[src/rtl/i2c_wb_arbiter.sv]
// Round-robin Wishbone arbiter sharing one I2C master slave port between NUM_REQ requesters.
// Grant is locked for the owner's whole cyc period; a watchdog errors out unacknowledged strobes.
module i2c_wb_arbiter #(
    parameter int unsigned NUM_REQ        = 2,
    parameter int unsigned TIMEOUT_CYCLES = 1024
) (
    input  logic                    clk,
    input  logic                    rst_n,
    input  logic [NUM_REQ-1:0]      m_cyc_i,
    input  logic [NUM_REQ-1:0]      m_stb_i,
    input  logic [NUM_REQ-1:0]      m_we_i,
    input  logic [32*NUM_REQ-1:0]   m_addr_i,
    input  logic [32*NUM_REQ-1:0]   m_data_i,
    output logic [31:0]             m_data_o,
    output logic [NUM_REQ-1:0]      m_ack_o,
    output logic [NUM_REQ-1:0]      m_err_o,
    output logic                    s_cyc_o,
    output logic                    s_stb_o,
    output logic                    s_we_o,
    output logic [31:0]             s_addr_o,
    output logic [31:0]             s_data_o,
    input  logic [31:0]             s_data_i,
    input  logic                    s_ack_i,
    output logic [NUM_REQ-1:0]      grant_o
);

    localparam int unsigned OwnW = (NUM_REQ > 1) ? $clog2(NUM_REQ) : 1;
    localparam int unsigned CntW = (TIMEOUT_CYCLES > 0) ? $clog2(TIMEOUT_CYCLES + 1) : 1;
    localparam logic [CntW-1:0] CntLast =
        (TIMEOUT_CYCLES > 0) ? CntW'(TIMEOUT_CYCLES - 1) : '0;
    localparam bit WdogEn = (TIMEOUT_CYCLES > 0);

    typedef enum logic {StIdle, StOwned} state_e;

    state_e          state_q, state_d;
    logic [OwnW-1:0] owner_q, owner_d;
    logic [OwnW-1:0] last_q, last_d;
    logic [CntW-1:0] cnt_q, cnt_d;

    logic            pick_found;
    logic [OwnW-1:0] pick_idx;
    logic [OwnW-1:0] cand;

    logic            owned;
    logic            own_cyc;
    logic            own_stb;
    logic            stall;
    logic            expire;

    // Circular search starting just after the previous owner.
    always_comb begin
        pick_found = 1'b0;
        pick_idx   = '0;
        cand       = '0;
        for (int i = 1; i <= int'(NUM_REQ); i++) begin
            cand = OwnW'((int'(last_q) + i) % int'(NUM_REQ));
            if (!pick_found && m_cyc_i[cand]) begin
                pick_found = 1'b1;
                pick_idx   = cand;
            end
        end
    end

    assign owned   = (state_q == StOwned);
    assign own_cyc = m_cyc_i[owner_q];
    assign own_stb = m_stb_i[owner_q];
    assign stall   = owned && own_cyc && own_stb && !s_ack_i;
    assign expire  = WdogEn && stall && (cnt_q == CntLast);

    always_comb begin
        grant_o  = '0;
        m_ack_o  = '0;
        m_err_o  = '0;
        m_data_o = '0;
        s_cyc_o  = 1'b0;
        s_stb_o  = 1'b0;
        s_we_o   = 1'b0;
        s_addr_o = '0;
        s_data_o = '0;
        if (owned) begin
            grant_o[owner_q] = 1'b1;
            m_ack_o[owner_q] = s_ack_i;
            m_err_o[owner_q] = expire;
            m_data_o         = s_data_i;
            s_cyc_o          = own_cyc;
            s_stb_o          = own_cyc && own_stb && !expire;
            s_we_o           = m_we_i[owner_q];
            s_addr_o         = m_addr_i[32*owner_q +: 32];
            s_data_o         = m_data_i[32*owner_q +: 32];
        end
    end

    always_comb begin
        state_d = state_q;
        owner_d = owner_q;
        last_d  = last_q;
        cnt_d   = cnt_q;
        unique case (state_q)
            StIdle: begin
                cnt_d = '0;
                if (pick_found) begin
                    state_d = StOwned;
                    owner_d = pick_idx;
                    last_d  = pick_idx;
                end
            end
            StOwned: begin
                if (!own_cyc) begin
                    state_d = StIdle;
                    cnt_d   = '0;
                end else if (WdogEn && stall && !expire) begin
                    cnt_d = cnt_q + 1'b1;
                end else begin
                    cnt_d = '0;
                end
            end
            default: state_d = StIdle;
        endcase
    end

    always_ff @(posedge clk) begin
        if (!rst_n) begin
            state_q <= StIdle;
            owner_q <= '0;
            last_q  <= OwnW'(NUM_REQ - 1);
            cnt_q   <= '0;
        end else begin
            state_q <= state_d;
            owner_q <= owner_d;
            last_q  <= last_d;
            cnt_q   <= cnt_d;
        end
    end

endmodule

[config.mk]
export PLATFORM = sky130hd
export DESIGN_NAME = i2c_wb_arbiter
export DESIGN_NICKNAME = d
export VERILOG_FILES = /design/src/rtl/i2c_wb_arbiter.sv
export SDC_FILE = /design/constraint.sdc
export NUM_CORES = 1
export LEC_CHECK = 0
export ABC_AREA = 1
export ABC_CLOCK_PERIOD_IN_PS = 1600
export CELL_PAD_IN_SITES_DETAIL_PLACEMENT = 1
export CELL_PAD_IN_SITES_GLOBAL_PLACEMENT = 1
export CORE_ASPECT_RATIO = 1.75
export CORE_UTILIZATION = 12
export CTS_CLUSTER_SIZE = 20
export DETAILED_ROUTE_END_ITERATION = 16
export GPL_ROUTABILITY_DRIVEN = 0
export PLACE_DENSITY = 0.89
export SYNTH_ARGS = -nofsm -noshare
export SYNTH_HDL_FRONTEND = slang
export SYNTH_SLANG_ARGS = --single-unit
[constraint.sdc]
create_clock -name clk -period 1.6 [get_ports clk]
set_input_delay 0.16 -clock clk [delete_from_list [all_inputs] [get_ports clk]]
set_output_delay 0.16 -clock clk [all_outputs]
set_load 0.005 [all_outputs]
* After elaboration in Yosys (flattened, before gate mapping)
Cells that the tools add are included.
Cells by class: bitwise operators 3, add/subtract/negate cells 3, equality and inequality tests 1, magnitude comparators 4, reduce and logical (&&, ||, !) cells 13, multiplexer cells 31, shifts and indexed selects 2
Operator list (count):
- $shiftx A64 B7 Y32 | 2
- $mux W32 | 3
- $mux W11 | 2
- $pmux W11 S2 | 1
- $mux W1 | 20
- $add A11 B1 Y11 const B | 1
- $eq A11 B10 Y1 const B | 1
- $logic_and A1 B1 Y1 | 9
- $lt A1 B2 Y1 const B | 3
- $mux W2 | 3
- $and A2 B2 Y2 | 2
- $logic_not A1 Y1 | 3
- $add A1 B1 Y1 const B | 2
- $pmux W1 S2 | 1
- $reduce_and A2 Y1 | 1
- $demux W1 S1 | 1
- $ge A1 B1 Y1 const B | 1
- $not A1 Y1 | 1
Storage, ports and cells: register bits 14, input port bits 169

* Depth between registers and ports, before layout
Gate-level depths: netlist (run 1).
depth in word-level cells 11, gate-level depth with buffers 8, gate-level depth less buffers 8

* Worst setup path after synthesis (run 1)
Ideal clock, no wire load.
path type reg2out, start register cnt_q[0], end output m_err_o[0], slack 0.215 ns, cell stages (with the launch flop) 8, arrival 1.225 ns, cells stage by stage dfxtp_1 -> ha_1 -> nand3_1 -> nor2_1 -> nand2_1 -> nor2_1 -> nand2_1 -> nor2_1
Between the ends: cells in the longest elaborated chain, start to end 4
Ends and longest elaborated chain:
- start, declared | RTL line 38 | logic [CntW-1:0] cnt_q, cnt_d;
- start signal, assigned | RTL line 131 | cnt_q <= cnt_d;
- $eq A11 B10 Y1 | RTL line 68 | assign expire = WdogEn && stall && (cnt_q == CntLast);
- $logic_and A1 B1 Y1 | RTL line 68
- $and A2 B2 Y2 (no line)
- $mux W2 | RTL line 80 | if (owned) begin
- end, declared | RTL line 16 | output logic [NUM_REQ-1:0] m_err_o,
Every way passes these cells.

* Worst setup path after layout (run 1)
start register cnt_q[0], end output m_err_o[1]
The elaborated chain is that of the path after synthesis.

==> results of run 1 <==
## state kept, by name, summed over array words and instances, names as in the netlist
signal and flops:
owner_q 1, cnt_q 11, last_q 1, owned 1
## stage by stage
step                      util [%]  instance area, µm²  TNS (ns)  hold slack [ns]
after CTS                     40.6                5230     -5.04            0.496
after global routing          42.0                5410     -7.34            0.534
after global placement        36.5                4700     -8.17            0.440
after floorplan                  -                1580         0            0.244
after detailed placement      36.5                4700    -12.74            0.483
final                         42.0                5410     -4.54            0.489
## kinds of logic after synthesis
kind of cell | Yosys count | synth area share, %
simple gates | 92 | 23.8
compound gates | 70 | 37.6
buf+inv | 63 | 17.3
flops | 14 | 17.7
xor+xnor | 5 | 2.77
fa+ha+maj | 1 | 0.792
## cell type report
cell class / instances / area, µm² / share of cell area (%)
Timing Repair Buffer: 345 / 3470 / 64.1
Multi-Input combinational cell: 169 / 1170 / 21.7
Sequential cell: 14 / 290 / 5.37
Tap cell: 171 / 214 / 3.96
Inverter: 44 / 173 / 3.19
Clock buffer: 4 / 88.8 / 1.64
Antenna cell: 1 / 2.50 / 0.0463
## worst register-to-register path, cell delays in order, from the launching register on
cell     delay (ns)
dfxtp_4        0.37
buf_6          0.14
nand3_1        0.10
nand2_2        0.11
buf_4          0.11
buf_4          0.10
nand2_1        0.10
nor2_4         0.18
nand2_2        0.14
nor2_1         0.13
## timing repair
item	4_1_cts	5_1_grt
resized for setup	397	29
setup buffers	24	7
setup endpoints to repair	109	81
gates cloned	11	3
pin swaps	66	15
hold buffers	0	0
## routing by layer
| layer | vias up | wire length, µm | global-route usage [%] |
|---|---|---|---|
| li1 | 1499 | - | - |
| met1 | 1529 | 5230 | 20.4 |
| met2 | 229 | 7960 | 39.0 |
| met3 | 28 | 2670 | 14.4 |
| met4 | 2 | 436 | 6.53 |
| met5 | - | 13 | 0 |
## Yosys cell counts, types with 3 or more instances
cell type | number | area share (%)
xnor2_1 | 3 | 1.7
nand2_1 | 58 | 14
dfxtp_1 | 14 | 18
o21ai_0 | 3 | 0.95
nand3b_1 | 3 | 1.4
inv_1 | 43 | 10
buf_2 | 8 | 2.5
nand3_1 | 8 | 2.5
clkbuf_1 | 4 | 0.95
nor2_1 | 19 | 4.5
a22o_1 | 65 | 36
buf_4 | 7 | 3.3
## placed cells by master, fill, tap and decap left out
cell type and count:
buf_4 36, ha_4 1, clkdlybuf4s15_1 1, inv_4 3, xnor2_1 3, nand2_4 1
dfxtp_4 2, nand3_2 2, dfxtp_2 2, buf_6 42, nand2_1 53, dlygate4sd2_1 34
diode_2 1, a22o_1 61, clkbuf_16 5, a22o_4 4, dfxtp_1 10, nor2_4 6
buf_2 41, a21oi_1 1, clkdlybuf4s50_1 169, xor2_1 2, nand2_2 5, a21oi_2 1
nor2_1 12, inv_2 2, buf_16 10, o21ai_1 1, inv_1 39, nor2_2 3
buf_8 1, nand3b_1 3, o21ai_0 2, or2_1 1, buf_12 9, clkbuf_8 1
nand3_4 1, nand3_1 5, nand4_1 1
## path summary, 6_finish.rpt
check | to | startpoint | slack (ns)
worst min-delay path | last_q | last_q | 0.49
worst max-delay path | m_err_o[1] | cnt_q[0] | -0.13
worst min register to register | last_q | last_q | 0.49
worst max register to register | cnt_q[2] | owned | 0.05
## power by group through the flow
stage | registers [mW] | logic [mW] | clock network, mW
after floorplan | 0.369 | 0.385 | 0
after global placement | 0.371 | 1.48 | 0
after detailed placement | 0.372 | 1.49 | 0
after CTS | 0.372 | 1.77 | 0.529
after global routing | 0.371 | 1.93 | 0.558
final | 0.371 | 1.82 | 0.537
==> metrics.csv, run 1 <==
stage;metric;value;unit
clocking;ctsLongestPathBuffers;2;
critical_path;worstPathBufferInverterCount;2;
power;power.ir.vdd_worst;533;µV
critical_path;setup.worst_path.start_class;flop;
critical_path;cpLargestDelayFamily;simple AND/OR/NAND/NOR gates;
sta;max_slew.worst_pin.slew;0.363;ns
grt;initial_antenna_violation_count;2;
clocking;clk_pin_slew_worst_paths;0.05;ns
drt;route.detailed.wl_per_inst;21.8;µm
layout;final_layout_size_suffix_gt1_share;30.9;%
sta;grt_setup_unrepaired;true;
critical_path;worst-endpoint-arrival;1.57;ns
floorplan;boundaryPins;274;
grt;grt_pass1_wl;21.7;mm
critical_path;timing.setup.critical_path_class;reg2out;
drt;wl;16.3;mm
critical_path;timing.critical_path.required;1.44;ns
critical_path;cpMostUsedCell;nor2_4;
drt;antenna_violating_nets_post_route;0;
logic_synthesis;avgSynthCellArea;6.45;µm²
critical_path;worst_path_max_delay_cell;dfxtp_2;
floorplan;die_h;154;µm
critical_path;crit_path_max_incr_delay;0.35;ns
critical_path;r2r.worst_path.cells;9;
hold_path;min_delay_path_depth;2;
logic_synthesis;netlist_instances;245;
sta;finalSetupViolCount;67;
floorplan;rows;55;
power;combinationalPowerShare;66.7;%
logic_synthesis;synth_cell_type_count;19;
hold_path;hold_path.class;reg2reg;
power;power_density;504;nW/µm²
drt;drt_drc_violations_left;0;
layout;fin_nets;747;
critical_path;critPathMaxFanout;2;
power;share_clk_of_total_power;19.7;%
sta;min_period_over_period;108;%
logic_synthesis;ys_warn_count;0;
grt;grt.overflow.total;0;
layout;area_growth_syn_to_layout;242;%
grt;first_global_vias;3630;
clocking;cts_num_sinks;14;
floorplan;design.die.area;13600;µm²
sta;fin_ws;-0.132;ns
clocking;cts_root_buf;clkbuf_16;
grt;grt_start_max_net_pins;17;
placement;hpwlAfterDp;11.2;mm
grt;global_route.usage.total;22.2;%
sta;period_minus_slack;1.73;ns
power;p_sw;0.852;mW
power;p_int;1.88;mW
critical_path;crit_cells;9;
critical_path;setup.worst_path.end_class;output pin;
placement;cell_total_after_placement;700;
critical_path;timing.critical_path.cells;ha_4 > nand3_4 > nor2_4 > nand2_2 > nor2_4 > nand2_2 > buf_6 > nor2_4 > buf_6;
layout;finalNonFillerCells;748;
sta;slew_headroom;75.5;%
floorplan;start_util;12.3;%
sta;worst_clock_skew;0.00115;ns
floorplan;coreArea;12900;µm²
logic_synthesis;fraction_of_synthesis_flops_using_an_asynchronous_set_or_reset_pin;0;%
placement;dp_worst_setup_slack;-0.352;ns
clocking;cts_inserted_buffers;3;
clocking;worst_skew_pair.late_latency;0.25;ns
clocking;cts_tree;done;
logic_synthesis;postSynthRegisterBits;14;
sta;final_hold_fails;0;
power;power_frac_seq;13.6;%
clocking;cts-htree-levels;1;
power;switching_share_of_power;31.2;%
logic_synthesis;synth.net_count;415;
layout;fill_cells;1517;
logic_synthesis;synth-edff-count;0;
logic_synthesis;seq_area_frac_synth;17.7;%
power;power.static_leakage;2.71;nW
power;report.power.total;2.73;mW
sta;timing.final.max_slew_violations;0;
logic_synthesis;ys.flop_type;dfxtp_1;
drt;via_per_inst;4.39;
drt;vias;3287;
drt;detailedRoute.firstIterationViolations;65;
placement;numPortBuffers;273;
drt;first_pass_iters;4;
sta;fmax;0.577;GHz
run;max_cap_viol_count;0;
status;violations;setup timing;
floorplan;die_width;88.7;µm
status;status;finished, violations left;
logic_synthesis;synth_area;1580;µm²
(Power assumes the default switching activity.)
==> inputs of run 2 (changes only) <==
CELL_PAD_IN_SITES_DETAIL_PLACEMENT = not set   (was 1)
CELL_PAD_IN_SITES_GLOBAL_PLACEMENT = not set   (was 1)
CORE_AREA = 2 2 107 109   (was not set)
CORE_ASPECT_RATIO = not set   (was 1.75)
CORE_UTILIZATION = not set   (was 12)
DIE_AREA = 0 0 109 111   (was not set)
PLACE_DENSITY = 0.64   (was 0.89)
==> run 2 against run 1 <==
Compared with the run above: the flow still finishes with violations (setup timing); clock-buffer cell count decreased by 1; sequential share of layout area decreased by 0.099 points; total power decreased by 2.8%; hold slack got worse by 0.033 ns; via count decreased by 5.7%; wire length decreased by 18%.
==> metrics.csv, run 2 (synthesis gave the netlist of run 1 again) <==
stage;metric;value;unit;change
status;status;finished, violations left;;
status;violations;setup timing;;
grt;grt.overflow.total;0;;unchanged
grt;grt_pass1_wl;18.5;mm;-15%
drt;vias;3098;;-5.7%
critical_path;setup.worst_path.start_class;flop;;
power;share_clk_of_total_power;17.6;%;-2.1 points
clocking;cts_tree;done;;
floorplan;coreArea;11100;µm²;-14%
grt;first_global_vias;3207;;-12%
power;report.power.total;2.65;mW;-2.8%
floorplan;rows;39;;-29%
drt;antenna_violating_nets_post_route;0;;unchanged
layout;final_cell_mix;clkdlybuf4s50_1, a22o_1, buf_2, nand2_1, inv_1;;
layout;layout.area.seq;288;µm²;-0.86%
layout;fin_nets;750;;+0.40%
floorplan;design.die.area;12100;µm²;-11%
power;power_density;485;nW/µm²;-3.8%
clocking;cts_num_sinks;14;;unchanged
sta;final_hold_fails;0;;unchanged
layout;largest_register_ffs;11;;unchanged
sta;max_slew.worst_pin.slew;0.377;ns;+0.0137 ns
floorplan;boundaryPins;274;;unchanged
layout;fill_cells;1045;;-31%
clocking;cts_root_buf;clkbuf_16;;
clocking;cts-htree-levels;1;;unchanged
layout;largest-register;cnt_q;;
critical_path;worst-endpoint-arrival;1.57;ns;about the same
drt;via_per_inst;4.29;;-2.4%
hold_path;hold_path.class;reg2reg;;
sta;finalSetupViolCount;48;;-28%
layout;finalNonFillerCells;722;;-3.5%
critical_path;reg2reg_to;cnt_q[9];;
clocking;post_cts_hold_buffer_count;0;;unchanged
run;max_cap_viol_count;0;;unchanged
floorplan;die_h;111;µm;-28%
power;power.ir.vdd_worst;564;µV;+5.9%
grt;global_route.usage.total;20.3;%;-1.9 points
sta;fmax;0.577;GHz;about the same
critical_path;worst_path_max_delay_cell;dfxtp_4;;
critical_path;startpoint;owned;;
hold_path;holdPathEnd;cnt_q[10];;
critical_path;setup.worst_path.end_class;output pin;;
placement;cell_total_after_placement;670;;-4.3%
power;power_frac_seq;13.9;%;+0.3 points
critical_path;timing.critical_path.cells;buf_12 > nand2_8 > inv_8 > buf_6 > buf_6 > buf_16 > a22o_4 > buf_6;;
sta;fin_ws;-0.133;ns;-0.000797 ns
drt;drt_drc_violations_left;0;;unchanged
clocking;cts_inserted_buffers;3;;unchanged
sta;timing.final.max_slew_violations;0;;unchanged
clocking;clk_pin_slew_worst_paths;0.05;ns;about the same
power;power.static_leakage;2.77;nW;+2.2%
sta;period_minus_slack;1.73;ns;+0.000797 ns
power;combinationalPowerShare;68.4;%;+1.7 points
critical_path;timing.critical_path.required;1.44;ns;about the same
critical_path;timing.setup.critical_path_class;reg2out;;
clocking;ctsLongestPathBuffers;2;;unchanged
hold_path;holdCritStartpoint;cnt_q[10];;
critical_path;critPathMaxFanout;5;;+3
sta;worst_clock_skew;0.00157;ns;+0.000425 ns
critical_path;crit_path_max_incr_delay;0.36;ns;about the same
hold_path;min_delay_path_depth;2;;unchanged
layout;multiInputGateArea;1170;µm²;+0.21%
sta;grt_setup_unrepaired;true;;
sta;slew_headroom;74.8;%;-0.75 points
floorplan;die_width;109;µm;+23%
drt;detailedRoute.firstIterationViolations;148;;+130%
power;p_sw;0.786;mW;-7.7%
drt;wl;13.4;mm;-18%
floorplan;start_util;14.3;%;+2.0 points
grt;grt_start_max_net_pins;16;;-1
layout;area_growth_syn_to_layout;246;%;
critical_path;r2r_start;owned;;
critical_path;r2r.worst_path.cells;9;;unchanged
power;switching_share_of_power;29.6;%;-1.6 points
layout;most_frequent_standard_cell_in_the_layout_excluding_fill_and_tap_cells;clkdlybuf4s50_1;;
grt;initial_antenna_violation_count;1;;-1
layout;finished_core_util;49.3;%;+7.3 points
clocking;worst_skew_pair.late_latency;0.24;ns;about the same
placement;hpwlAfterDp;9.55;mm;-14%
power;p_int;1.87;mW;-0.63%
placement;numPortBuffers;273;;unchanged
layout;final_layout_size_suffix_gt1_share;31.7;%;+0.76 points
drt;first_pass_iters;4;;unchanged
critical_path;r2r_setup_slack;0.12;ns;+0.07 ns
drt;route.detailed.wl_per_inst;18.6;µm;-15%
critical_path;cpMostUsedCell;buf_6;;
sta;min_period_over_period;108;%;about the same
[run 2: final cells by class]
class / count / share of cell area (%)
inverter: 44 / 3.16
multi-input combinational: 168 / 21.5
timing repair buffer: 349 / 65.4
clock buffer: 3 / 1.37
antenna: 1 / 0.0458
sequential: 14 / 5.27
tap: 143 / 3.28
[run 2: through the flow]
step | setup slack, ns | hold slack (ns) | instance area [µm²] | TNS [ns]
CTS | -0.171 | 0.463 | 5320 | -5.51
finish | -0.133 | 0.456 | 5460 | -4.10
global placement | -0.261 | 0.438 | 4640 | -7.31
detailed placement | -0.268 | 0.456 | 4640 | -9.01
global route | -0.198 | 0.479 | 5460 | -7.86
floorplan | 0.215 | 0.244 | 1580 | 0
[run 2: routing by layer]
metal	vias up	global-route usage [%]	wire length, µm
met3	10	8.64	1620
met2	150	35.0	6370
li1	1503	-	-
met4	0	3.76	172
met5	-	0	0
met1	1435	23.2	5240
[run 2: worst max-delay path, delay by kind of cell, from the launching register on]
kind	cells	cell delay, ns
AO/OA/AOI/OAI	1	0.26
AND/OR/NAND/NOR	1	0.06
flip-flops	1	0.36
buffers and inverters	6	0.65
[run 2: how the worst max path moves through the flow]
| stage | endpoint | slack [ns] | cells past startpoint |
|---|---|---|---|
| after floorplan | m_err_o[0] | 0.21 | 7 |
| after global placement | m_err_o[0] | -0.26 | 8 |
| after detailed placement | m_err_o[1] | -0.27 | 8 |
| after CTS | m_err_o[1] | -0.17 | 10 |
| after global routing | s_data_o[20] | -0.20 | 8 |
| final | s_data_o[4] | -0.13 | 8 |
[run 2: repair_timing]
action | CTS | global route
pin swaps | 43 | 31
setup buffers | 27 | 7
cloned | 16 | 4
endpoints found under the setup margin | 105 | 84
resized for setup | 389 | 41
[run 2: power groups by stage]
stage	Combinational (mW)	Clock, mW	Sequential (mW)
2_1_floorplan	0.385	0	0.369
3_3_place_gp	1.44	0	0.369
3_5_place_dp	1.45	0	0.370
4_1_cts	1.79	0.469	0.369
5_1_grt	1.92	0.496	0.370
6_report	1.81	0.467	0.369
==> inputs of run 3 (changes only) <==
ABC_CLOCK_PERIOD_IN_PS = 1450   (was 1600)
CORE_AREA = 2 2 106 108   (was 2 2 107 109)
DIE_AREA = 0 0 108 110   (was 0 0 109 111)
MAX_ROUTING_LAYER = met4   (was not set)
PLACE_DENSITY = 0.67   (was 0.64)
clock period = 1.45 ns   (was 1.6 ns; I/O delays follow)
==> run 3 against run 2 <==
Compared with the run above: the run still ends with setup timing left; sequential power is 11% higher; die area is 1.8% lower; critical endpoint is now s_addr_o[22]; highest routed layer unchanged; critical path type unchanged; setup slack worse by 0.10 ns; clock skew is 0.0011 ns lower; first-iteration DRC count is 19% higher; combinational power is 3% higher.
==> metrics.csv, run 3 (synthesis gave the netlist of run 1 again) <==
stage;metric;value;unit;change
sta;grt_setup_unrepaired;true;;
drt;wl;13.5;mm;+0.96%
sta;max_slew.worst_pin.slew;0.312;ns;-0.0652 ns
power;switching_share_of_power;31.6;%;+1.9 points
floorplan;start_util;14.8;%;+0.51 points
drt;drt_drc_violations_left;0;;unchanged
status;status;finished, violations left;;
drt;antenna_violating_nets_post_route;0;;unchanged
layout;largest_register_ffs;11;;unchanged
critical_path;r2r_setup_slack;0.01;ns;-0.11 ns
layout;final_cell_mix;clkdlybuf4s50_1, buf_2, a22o_1, nand2_1;;
run;max_cap_viol_count;0;;unchanged
drt;first_pass_iters;4;;unchanged
grt;grt_met1_usage;20.2;%;-3.0 points
placement;hpwlAfterDp;9.71;mm;+1.7%
floorplan;coreArea;10700;µm²;-3.4%
sta;period_minus_slack;1.68;ns;
grt;grt_pass1_wl;17.7;mm;-4.4%
status;violations;setup timing;;
power;power_density;493;nW/µm²;+1.5%
drt;route.detailed.wl_per_inst;18.6;µm;about the same
layout;most_frequent_standard_cell_in_the_layout_excluding_fill_and_tap_cells;clkdlybuf4s50_1;;
critical_path;timing.critical_path.cells;nor2_4 > buf_12 > buf_6 > buf_6 > buf_12 > a22o_1 > buf_2;;
layout;area_growth_syn_to_layout;233;%;
clocking;ctsLongestPathBuffers;2;;unchanged
critical_path;r2r.worst_path.cells;8;;-1
power;share_clk_of_total_power;12.2;%;-5.4 points
hold_path;holdPathEnd;last_q;;
drt;vias;3224;;+4.1%
critical_path;worst-endpoint-arrival;1.54;ns;-0.03 ns
layout;final_layout_size_suffix_gt1_share;38.7;%;+7.0 points
floorplan;boundaryPins;274;;unchanged
critical_path;timing.setup.critical_path_class;reg2out;;
grt;globalRouteMet3Util;6.53;%;-2.1 points
hold_path;holdCritStartpoint;last_q;;
hold_path;hold_path.class;reg2reg;;
floorplan;design.die.area;11900;µm²;-1.8%
sta;fin_tns_setup;-10.92;ns;-6.82 ns
sta;fin_ws;-0.232;ns;-0.0998 ns
power;p_int;1.78;mW;-4.8%
power;p_sw;0.819;mW;+4.3%
sta;slew_headroom;79.0;%;+4.2 points
critical_path;timing.critical_path.required;1.31;ns;-0.13 ns
power;power.ir.vdd_worst;348;µV;-38%
critical_path;worst_path_max_delay_cell;dfxtp_4;;
grt;grt.overflow.total;0;;unchanged
layout;fin_nets;759;;+1.2%
sta;fmax;0.594;GHz;
sta;finalSetupViolCount;85;;+77%
critical_path;setup.worst_path.end_class;output pin;;
critical_path;r2r_start;cnt_q[0];;
placement;cell_total_after_placement;672;;+0.30%
placement;dp_worst_setup_slack;-0.354;ns;-0.0865 ns
floorplan;rows;38;;-2.6%
power;power_frac_seq;15.8;%;+1.9 points
clocking;clk_pin_slew_worst_paths;0.06;ns;about the same
layout;fill_cells;1017;;-2.7%
floorplan;die_h;110;µm;-0.90%
drt;via_per_inst;4.42;;+3.1%
hold_path;min_delay_path_depth;2;;unchanged
grt;grt_start_max_net_pins;33;;+17
grt;global_route.usage.total;20.5;%;+0.21 points
clocking;cts_num_sinks;14;;unchanged
critical_path;crit_path_max_incr_delay;0.41;ns;+0.05 ns
grt;grt_util_met2;38.1;%;+3.0 points
clocking;cts-htree-levels;1;;unchanged
critical_path;startpoint;owner_q;;
clocking;worst_skew_pair.late_latency;0.24;ns;about the same
layout;layout.area.seq;290;µm²;+0.87%
sta;final_hold_fails;0;;unchanged
grt;grt_busiest_layer;met2;;
layout;multiInputGateArea;1190;µm²;+1.2%
critical_path;reg2reg_to;cnt_q[4];;
grt;first_global_vias;3148;;-1.8%
clocking;cts_inserted_buffers;3;;unchanged
sta;timing.final.max_slew_violations;0;;unchanged
critical_path;critPathMaxFanout;5;;unchanged
critical_path;setup.worst_path.start_class;flop;;
drt;detailedRoute.firstIterationViolations;176;;+19%
power;power.static_leakage;2.79;nW;+0.65%
layout;finalNonFillerCells;729;;+0.97%
placement;numPortBuffers;273;;unchanged
floorplan;die_width;108;µm;-0.92%
clocking;cts_tree;done;;
sta;worst_clock_skew;0.000511;ns;-0.00106 ns
power;combinationalPowerShare;71.9;%;+3.5 points
layout;largest-register;cnt_q;;
clocking;cts_root_buf;clkbuf_8;;
grt;initial_antenna_violation_count;2;;+1
sta;min_period_over_period;116;%;
run 3: changes by cell type in the layout (fill, tap and decap cells not counted), moves of 9 or more:
| cell | delta |
|---|---|
| buf_2 | +17 |
| dlygate4sd2_1 | -33 |
| clkbuf_2 | +15 |
| dlymetal6s2s_1 | +11 |
| nand2_2 | +10 |
| nand2_1 | -13 |
| buf_4 | +9 |
run 3: how the worst max path moves through the flow:
| stage | end | slack [ns] |
|---|---|---|
| detailed placement | m_err_o[1] | -0.35 |
| floorplan | m_err_o[0] | 0.08 |
| finish | s_addr_o[22] | -0.23 |
| global placement | m_err_o[1] | -0.36 |
| CTS | m_data_o[15] | -0.26 |
| global route | s_data_o[16] | -0.27 |
run 3: final cells by class:
type	instances	share of cell area [%]
antenna	2	0.0950
tap	140	3.33
inverter	44	3.37
sequential	14	5.51
timing repair buffer	357	64.3
multi-input combinational	169	22.6
clock buffer	3	0.784
run 3: what timing repair did:
item,in CTS,in global routing
cloned,10,4
setup buffers,30,15
setup endpoints to repair,116,114
hold buffers,0,0
pin swaps,33,27
resized for setup,365,123
run 3: power by group through the flow:
stage | Combinational (mW) | Clock, mW | Sequential [mW]
2_1_floorplan | 0.425 | 0 | 0.407
3_3_place_gp | 1.60 | 0 | 0.410
3_5_place_dp | 1.60 | 0 | 0.411
4_1_cts | 1.72 | 0.323 | 0.406
5_1_grt | 1.98 | 0.342 | 0.412
6_report | 1.87 | 0.318 | 0.411
run 3: layer usage:
layer  wire, µm  up-vias
met5          0        -
met4        418        0
met3       1450       20
met2       7020      193
met1       4640     1484
li1           -     1527
run 3: worst max-delay path, delay by kind of cell, from the launching register on:
| family | cells | cell delay [ns] |
|---|---|---|
| AND/OR/NAND/NOR | 1 | 0.07 |
| flip-flops | 1 | 0.41 |
| AO/OA/AOI/OAI | 1 | 0.19 |
| buffers and inverters | 5 | 0.61 |
run 3: stage by stage:
step,hold WS [ns],power (mW),instance area [µm²],utilization [%]
after global routing,0.492,2.74,5270,49.2
after CTS,0.467,2.45,5010,46.8
after detailed placement,0.456,2.01,4680,43.8
after global placement,0.449,2.01,4680,43.8
after floorplan,0.229,0.832,1580,-
final,0.467,2.59,5270,49.2
